File: config.mk
export PLATFORM = sky130hd
export DESIGN_NAME = pipeline_controller_flat
export DESIGN_NICKNAME = d
export VERILOG_FILES = /design/src/rtl/pipeline_controller_pkg.sv /design/src/rtl/pipeline_controller_if.sv /design/src/rtl/pipeline_controller_counter.sv /design/src/rtl/pipeline_controller.sv /design/src/flat_wrapper.sv
export SDC_FILE = /design/constraint.sdc
export NUM_CORES = 1
export LEC_CHECK = 0
export ABC_CLOCK_PERIOD_IN_PS = 3300
export CAP_MARGIN = 20
export CORE_UTILIZATION = 41
export CTS_CLUSTER_DIAMETER = 50
export CTS_CLUSTER_SIZE = 20
export DETAILED_ROUTE_END_ITERATION = 16
export PLACE_DENSITY = 0.89
export SETUP_SLACK_MARGIN = 0.15
export SLEW_MARGIN = 20
export SYNTH_ARGS = -nofsm -noshare
export SYNTH_HDL_FRONTEND = slang
export SYNTH_HIERARCHICAL = 1
export SYNTH_SLANG_ARGS = --single-unit
File: constraint.sdc
create_clock -name clk -period 3.3 [get_ports clk]
set_input_delay 0.66 -clock clk [delete_from_list [all_inputs] [get_ports clk]]
set_output_delay 0.66 -clock clk [all_outputs]
set_load 0.05 [all_outputs]
File: src/rtl/pipeline_controller_pkg.sv
// Shared types for the pipeline sequencer: controller state encoding and the
// bundle of pipeline-register write enables / bubble controls.
package pipeline_controller_pkg;

    typedef enum logic [1:0] {
        RUN      = 2'd0,
        MEM_WAIT = 2'd1,
        DRAIN    = 2'd2,
        HALT     = 2'd3
    } ctrl_state_t;

    typedef struct packed {
        logic if_id_we;
        logic id_ex_we;
        logic ex_mem_we;
        logic mem_wb_we;
        logic flush_if_id;
        logic flush_id_ex;
    } pipe_ctrl_t;

    localparam pipe_ctrl_t CTRL_IDLE    = '{1'b0, 1'b0, 1'b0, 1'b0, 1'b0, 1'b0};
    localparam pipe_ctrl_t CTRL_ADVANCE = '{1'b1, 1'b1, 1'b1, 1'b1, 1'b0, 1'b0};
    localparam pipe_ctrl_t CTRL_RESET   = '{1'b0, 1'b0, 1'b0, 1'b0, 1'b1, 1'b1};

    // Bits needed to hold values 0..max_val.
    function automatic int cnt_width(input int max_val);
        return (max_val < 2) ? 1 : $clog2(max_val + 1);
    endfunction

endpackage

File: src/rtl/pipeline_controller_if.sv
// Handshake and control bundle between the pipeline stages and the sequencer.
// master: the controller side; slave: the stage/datapath side.
interface pipeline_controller_if #(
    parameter int CNT_W = 32
);
    logic             decode_ready;
    logic             mem_ready;
    logic             jump_taken;
    logic             ebreak_seen;
    logic             resume;
    logic             if_id_we;
    logic             id_ex_we;
    logic             ex_mem_we;
    logic             mem_wb_we;
    logic             flush_if_id;
    logic             flush_id_ex;
    logic             halted;
    logic             fault;
    logic [CNT_W-1:0] stall_count;
    logic [CNT_W-1:0] flush_count;

    modport master (
        input  decode_ready, mem_ready, jump_taken, ebreak_seen, resume,
        output if_id_we, id_ex_we, ex_mem_we, mem_wb_we, flush_if_id, flush_id_ex,
        output halted, fault, stall_count, flush_count
    );

    modport slave (
        output decode_ready, mem_ready, jump_taken, ebreak_seen, resume,
        input  if_id_we, id_ex_we, ex_mem_we, mem_wb_we, flush_if_id, flush_id_ex,
        input  halted, fault, stall_count, flush_count
    );
endinterface

File: src/rtl/pipeline_controller_counter.sv
// Generic wrapping up-counter with synchronous clear; used for the drain,
// memory-timeout and performance counters.
module pipeline_controller_counter #(
    parameter int WIDTH = 8
) (
    input  logic             clk,
    input  logic             rst,
    input  logic             clear,
    input  logic             enable,
    output logic [WIDTH-1:0] count
);
    logic [WIDTH-1:0] count_reg;

    always_ff @(posedge clk) begin
        if (rst || clear) begin
            count_reg <= '0;
        end else if (enable) begin
            count_reg <= count_reg + WIDTH'(1);
        end
    end

    assign count = count_reg;
endmodule

File: src/rtl/pipeline_controller.sv
// Pipeline sequencer: stage handshakes -> register write enables and bubbles.
// Optional performance counters are built only when PIPELINE_PERF_CNT_EN is defined.
module pipeline_controller
    import pipeline_controller_pkg::*;
#(
    parameter int DRAIN_CYCLES = 2,
    parameter int MEM_TIMEOUT  = 255,
    parameter int CNT_W        = 32
) (
    input  logic                  clk,
    input  logic                  rst,
    pipeline_controller_if.master bus
);
    localparam int DR_W = cnt_width(DRAIN_CYCLES);
    localparam int TO_W = cnt_width(MEM_TIMEOUT);

    ctrl_state_t     state_reg;
    ctrl_state_t     state_next;
    pipe_ctrl_t      ctrl;
    pipe_ctrl_t      ctrl_out;
    logic            fault_reg;
    logic            fault_set;
    logic            jump_evt;
    logic            run_eval;
    logic            timeout_hit;
    logic [DR_W-1:0] drain_cnt;
    logic [TO_W-1:0] to_cnt;
    logic [TO_W:0]   to_inc;

    // Timeout counter holds consecutive mem_ready=0 cycles seen so far; the
    // current stalled cycle is the (to_cnt+1)-th.
    assign to_inc      = {1'b0, to_cnt} + (TO_W + 1)'(1);
    assign timeout_hit = (to_inc >= (TO_W + 1)'(MEM_TIMEOUT));

    pipeline_controller_counter #(.WIDTH(TO_W)) u_timeout_cnt (
        .clk    (clk),
        .rst    (rst),
        .clear  (bus.mem_ready || (state_reg == HALT)),
        .enable (!bus.mem_ready && (state_reg != HALT)),
        .count  (to_cnt)
    );

    pipeline_controller_counter #(.WIDTH(DR_W)) u_drain_cnt (
        .clk    (clk),
        .rst    (rst),
        .clear  (state_reg != DRAIN),
        .enable ((state_reg == DRAIN) && bus.mem_ready),
        .count  (drain_cnt)
    );

    always_ff @(posedge clk) begin
        if (rst) begin
            state_reg <= RUN;
            fault_reg <= 1'b0;
        end else begin
            state_reg <= state_next;
            if (fault_set) begin
                fault_reg <= 1'b1;
            end else if ((state_reg == HALT) && bus.resume) begin
                fault_reg <= 1'b0;
            end
        end
    end

    always_comb begin
        state_next = state_reg;
        ctrl       = CTRL_IDLE;
        fault_set  = 1'b0;
        jump_evt   = 1'b0;
        run_eval   = 1'b0;

        unique case (state_reg)
            RUN: run_eval = 1'b1;
            MEM_WAIT: begin
                if (bus.mem_ready) begin
                    run_eval = 1'b1;
                end else if (timeout_hit) begin
                    state_next = HALT;
                    fault_set  = 1'b1;
                end
            end
            DRAIN: begin
                if (!bus.mem_ready) begin
                    if (timeout_hit) begin
                        state_next = HALT;
                        fault_set  = 1'b1;
                    end
                end else begin
                    ctrl = '{1'b0, 1'b1, 1'b1, 1'b1, 1'b0, 1'b1};
                    if (drain_cnt == DR_W'(DRAIN_CYCLES - 1)) begin
                        state_next = HALT;
                    end
                end
            end
            HALT: begin
                if (bus.resume) begin
                    state_next = RUN;
                end
            end
            default: state_next = RUN;
        endcase

        // Shared RUN rules, also applied on the cycle a memory wait releases.
        if (run_eval) begin
            ctrl = CTRL_ADVANCE;
            if (!bus.mem_ready) begin
                ctrl       = CTRL_IDLE;
                state_next = timeout_hit ? HALT : MEM_WAIT;
                fault_set  = timeout_hit;
            end else if (bus.ebreak_seen) begin
                ctrl.if_id_we    = 1'b0;
                ctrl.flush_if_id = 1'b1;
                ctrl.flush_id_ex = 1'b1;
                state_next       = DRAIN;
            end else if (bus.jump_taken) begin
                ctrl.flush_if_id = 1'b1;
                ctrl.flush_id_ex = 1'b1;
                jump_evt         = 1'b1;
                state_next       = RUN;
            end else begin
                if (!bus.decode_ready) begin
                    ctrl.if_id_we    = 1'b0;
                    ctrl.flush_id_ex = 1'b1;
                end
                state_next = RUN;
            end
        end
    end

    assign ctrl_out        = rst ? CTRL_RESET : ctrl;
    assign bus.if_id_we    = ctrl_out.if_id_we;
    assign bus.id_ex_we    = ctrl_out.id_ex_we;
    assign bus.ex_mem_we   = ctrl_out.ex_mem_we;
    assign bus.mem_wb_we   = ctrl_out.mem_wb_we;
    assign bus.flush_if_id = ctrl_out.flush_if_id;
    assign bus.flush_id_ex = ctrl_out.flush_id_ex;
    assign bus.halted      = !rst && (state_reg == HALT);
    assign bus.fault       = fault_reg;

`ifdef PIPELINE_PERF_CNT_EN
    logic [1:0]       perf_en;
    logic [CNT_W-1:0] perf_cnt [2];

    assign perf_en[0] = !ctrl.if_id_we && (state_reg != HALT);
    assign perf_en[1] = jump_evt;

    for (genvar gi = 0; gi < 2; gi++) begin : g_perf
        pipeline_controller_counter #(.WIDTH(CNT_W)) u_perf_cnt (
            .clk    (clk),
            .rst    (rst),
            .clear  (1'b0),
            .enable (perf_en[gi]),
            .count  (perf_cnt[gi])
        );
    end

    assign bus.stall_count = perf_cnt[0];
    assign bus.flush_count = perf_cnt[1];
`else
    logic unused_jump_evt;
    assign unused_jump_evt = jump_evt;
    assign bus.stall_count = '0;
    assign bus.flush_count = '0;
`endif

endmodule

File: src/flat_wrapper.sv
// flat-port wrapper written by rule: the top's interface ports become plain ports
module pipeline_controller_flat import pipeline_controller_pkg::*;
#(
    parameter int DRAIN_CYCLES = 2,
    parameter int MEM_TIMEOUT  = 255,
    parameter int CNT_W        = 32
)
  (clk, rst, bus_decode_ready, bus_mem_ready, bus_jump_taken, bus_ebreak_seen, bus_resume, bus_if_id_we, bus_id_ex_we, bus_ex_mem_we, bus_mem_wb_we, bus_flush_if_id, bus_flush_id_ex, bus_halted, bus_fault, bus_stall_count, bus_flush_count);
  pipeline_controller_if #(.CNT_W(CNT_W)) bus_i ();
  input  logic clk;
  input  logic rst;
  input wire logic [$bits(bus_i.decode_ready)-1:0] bus_decode_ready;
  input wire logic [$bits(bus_i.mem_ready)-1:0] bus_mem_ready;
  input wire logic [$bits(bus_i.jump_taken)-1:0] bus_jump_taken;
  input wire logic [$bits(bus_i.ebreak_seen)-1:0] bus_ebreak_seen;
  input wire logic [$bits(bus_i.resume)-1:0] bus_resume;
  output wire logic [$bits(bus_i.if_id_we)-1:0] bus_if_id_we;
  output wire logic [$bits(bus_i.id_ex_we)-1:0] bus_id_ex_we;
  output wire logic [$bits(bus_i.ex_mem_we)-1:0] bus_ex_mem_we;
  output wire logic [$bits(bus_i.mem_wb_we)-1:0] bus_mem_wb_we;
  output wire logic [$bits(bus_i.flush_if_id)-1:0] bus_flush_if_id;
  output wire logic [$bits(bus_i.flush_id_ex)-1:0] bus_flush_id_ex;
  output wire logic [$bits(bus_i.halted)-1:0] bus_halted;
  output wire logic [$bits(bus_i.fault)-1:0] bus_fault;
  output wire logic [$bits(bus_i.stall_count)-1:0] bus_stall_count;
  output wire logic [$bits(bus_i.flush_count)-1:0] bus_flush_count;
  assign bus_i.decode_ready = bus_decode_ready;
  assign bus_i.mem_ready = bus_mem_ready;
  assign bus_i.jump_taken = bus_jump_taken;
  assign bus_i.ebreak_seen = bus_ebreak_seen;
  assign bus_i.resume = bus_resume;
  assign bus_if_id_we = bus_i.if_id_we;
  assign bus_id_ex_we = bus_i.id_ex_we;
  assign bus_ex_mem_we = bus_i.ex_mem_we;
  assign bus_mem_wb_we = bus_i.mem_wb_we;
  assign bus_flush_if_id = bus_i.flush_if_id;
  assign bus_flush_id_ex = bus_i.flush_id_ex;
  assign bus_halted = bus_i.halted;
  assign bus_fault = bus_i.fault;
  assign bus_stall_count = bus_i.stall_count;
  assign bus_flush_count = bus_i.flush_count;
  pipeline_controller #(.DRAIN_CYCLES(DRAIN_CYCLES), .MEM_TIMEOUT(MEM_TIMEOUT), .CNT_W(CNT_W)) u_core (.clk(clk), .rst(rst), .bus(bus_i));
endmodule
==> results.cfg <==
[routing]
routed_via_density = 4.19
first_pass_iters = 5
drc_errors = 0
wl_um = 2050
drt_iter0_drc = 27
routedWlPerCell_um = 9.16
ant_nets = 0
dr_total_vias = 939

[cells_and_area]
largest_reg_flops = 8
drive_gt1_share_pct = 11.7
finalInstanceArea_um2 = 1360
diodes = 0
nFillCells = 319
finalNetCount = 195
syn2layout_area_growth_pct = 0.554
fin_cells = 224

[grt]
grt-ovfl-total = 0
track_usage_pct = 11.7
grt_pass1_wl_um = 3170
grt_max_degree = 11
grt_antenna_before_repair = 0
grt_pass1_vias = 757

[run]
maxCapViolCount = 0

[clock_tree]
cts_resized = 0
root_buffer = clkbuf_4
clock_path_buffers = 2
cts-buffers-inserted = 3
cts_htree_levels = 1
cts_tree = built
clock-sinks = 13
clkTransAtPathRegs_ps = 80
clk_latency_ps = 280
post_cts_buffers = 0
ctsHoldBuffers = 0

[logic_synthesis]
ys.flop_type = dfxtp_1
synth_area_per_cell_um2 = 8.17
synth.most_common_cell = buf_4
yosysWarnings = 6
synth_edf_count = 0
synth_top_area_cell = buf_4
yosys-top-cells-count = buf_4 (67), dfxtp_1 (13), nor2_1 (13), ha_1 (7), inv_1 (6)
postSynth.asyncResetShare_pct = 0
synth_seq_cells = 13
ys_seq_area_share_pct = 19.2
yosys.cell_types.count = 43
syn-instance-count = 166
yosys-top-cells-area = buf_4 (37%), dfxtp_1 (19%), ha_1 (6.5%)
netlist_area_um2 = 1360
synth_top_area_share_pct = 37.1

[worst_setup_path]
crit_path_max_incr_delay_ps = 560
cp_max_fo = 10
path_cells = clkdlybuf4s50_1 -> a21o_1 -> nor2_1 -> a31oi_1 -> a21o_2 -> buf_12
required_ps = 2640
arrival_ps = 2190
startpoint_type = input pin
crit_type = in2out
endpoint_kind = output pin
cp_slowest_cell = clkdlybuf4s50_1

[timing]
fin_crit_ps = 2850
period_share_pct = 86.3
fin_ws_ps = 451
setup_viol = 0
slew-limit-headroom_pct = 66.0
worst_pin_slew_ps = 508
setup_tns_ps = 0
finalMaxSlewViolations = 0
fmaxAchievable_mhz = 351
skew_ps = 6.79
hold_viol_final = 0
rsz0062_at_grt = false

[placement]
dp_hpwl_um = 1670
numPortBuffers = 14
dpl_worst_slack_ps = 464
placed_cells = 220
routabilityCongestion = 0.928
placed_area_um2 = 1340

[die]
fp.dieW_um = 59.5
die_y_um = 59.5
num_rows = 20
core_um2 = 3100
die_area_um2 = 3540
start_util_pct = 43.7
pin_count = 79

[power_and_ir_drop]
power_frac_comb_pct = 64.5
fin_total_pwr_mw = 0.797
p_switching_mw = 0.430
pwr-share-seq_pct = 23.1
vdd_drop_max_v = 0.000218
p_leak_nw = 0.638
p_clk_share_pct = 12.4
p_sw_share_pct = 54.0
p_per_area_nw_per_um2 = 584
cellInternalPower_mw = 0.367

[worst_hold_path]
hold_path.class = reg2reg

[status]
status = finished, final reports clean
[power groups by stage]
stage	combinational (mW)	sequential, mW	clock, mW
2_1_floorplan	0.463	0.185	0
3_5_place_dp	0.508	0.188	0
6_report	0.514	0.184	0.0990
5_1_grt	0.553	0.188	0.111
4_1_cts	0.511	0.185	0.103
3_3_place_gp	0.500	0.187	0
[area by class of cell]
cell class | instances | area (um2) | share of cell area, %
Timing Repair Buffer | 16 | 203 | 14.9
Inverter | 6 | 22.5 | 1.65
Sequential cell | 13 | 260 | 19.1
Clock buffer | 4 | 26.3 | 1.93
Tap cell | 44 | 55.1 | 4.04
Multi-Input combinational cell | 141 | 797 | 58.4
[per-layer routing]
metal / GRT usage [%] / wire [um]
met5: 0 / 0
met4: 4.98 / 29
met3: 1.53 / 178
met2: 22.0 / 1020
met1: 13.0 / 822
[cell families after synthesis]
group / synth area share [%]
muxes: 0.738
and+or+nand+nor: 15.6
other: 0.276
AOI/OAI and AO/OA: 14.0
adders and majority gates: 6.46
xor gates and xnor gates: 3.88
DFF: 19.2
buffers and inverters: 39.9
[path summary, 6_finish.rpt]
check	cells past startpoint	slack, ps	end	from
setup / recovery	6	450	bus_flush_id_ex	bus_mem_ready
setup reg to reg	6	1410	u_core/u_timeout_cnt/count[7]	u_core/state_reg[0]
hold reg to reg	2	490	u_core/u_timeout_cnt/count[7]	u_core/u_timeout_cnt/count[7]
hold / removal	2	490	u_core/u_timeout_cnt/count[7]	u_core/u_timeout_cnt/count[7]
[critical path: cells and delay by family]
kind | cells | cell delay (ps)
AOI/OAI and AO/OA | 3 | 610
buffers and inverters | 2 | 710
and+or+nand+nor | 1 | 210
[stage by stage]
stage / utilization (%) / hold WS (ps)
after CTS: 44.0 / 500
after floorplan: - / 454
after global routing: 44.0 / 558
final: 44.0 / 492
after detailed placement: 43.1 / 488
after global placement: 43.1 / 466
[cell usage in the layout, fill, tap and decap left out, types with 2 or more instances in the layout]
cell type         n
conb_1           64
a21oi_1           4
dfxtp_1          13
nand4_1           2
nand2_1           4
buf_12            5
buf_4             3
xnor2_1           3
xor2_1            3
nand3_1           2
clkdlybuf4s50_1   8
o21ai_0           5
nand3b_1          3
ha_1              7
nor2_1           13
clkbuf_4          3
inv_1             6
or2_2             2
o2bb2ai_1         2
or3_1             3
(Power assumes the default switching activity.)
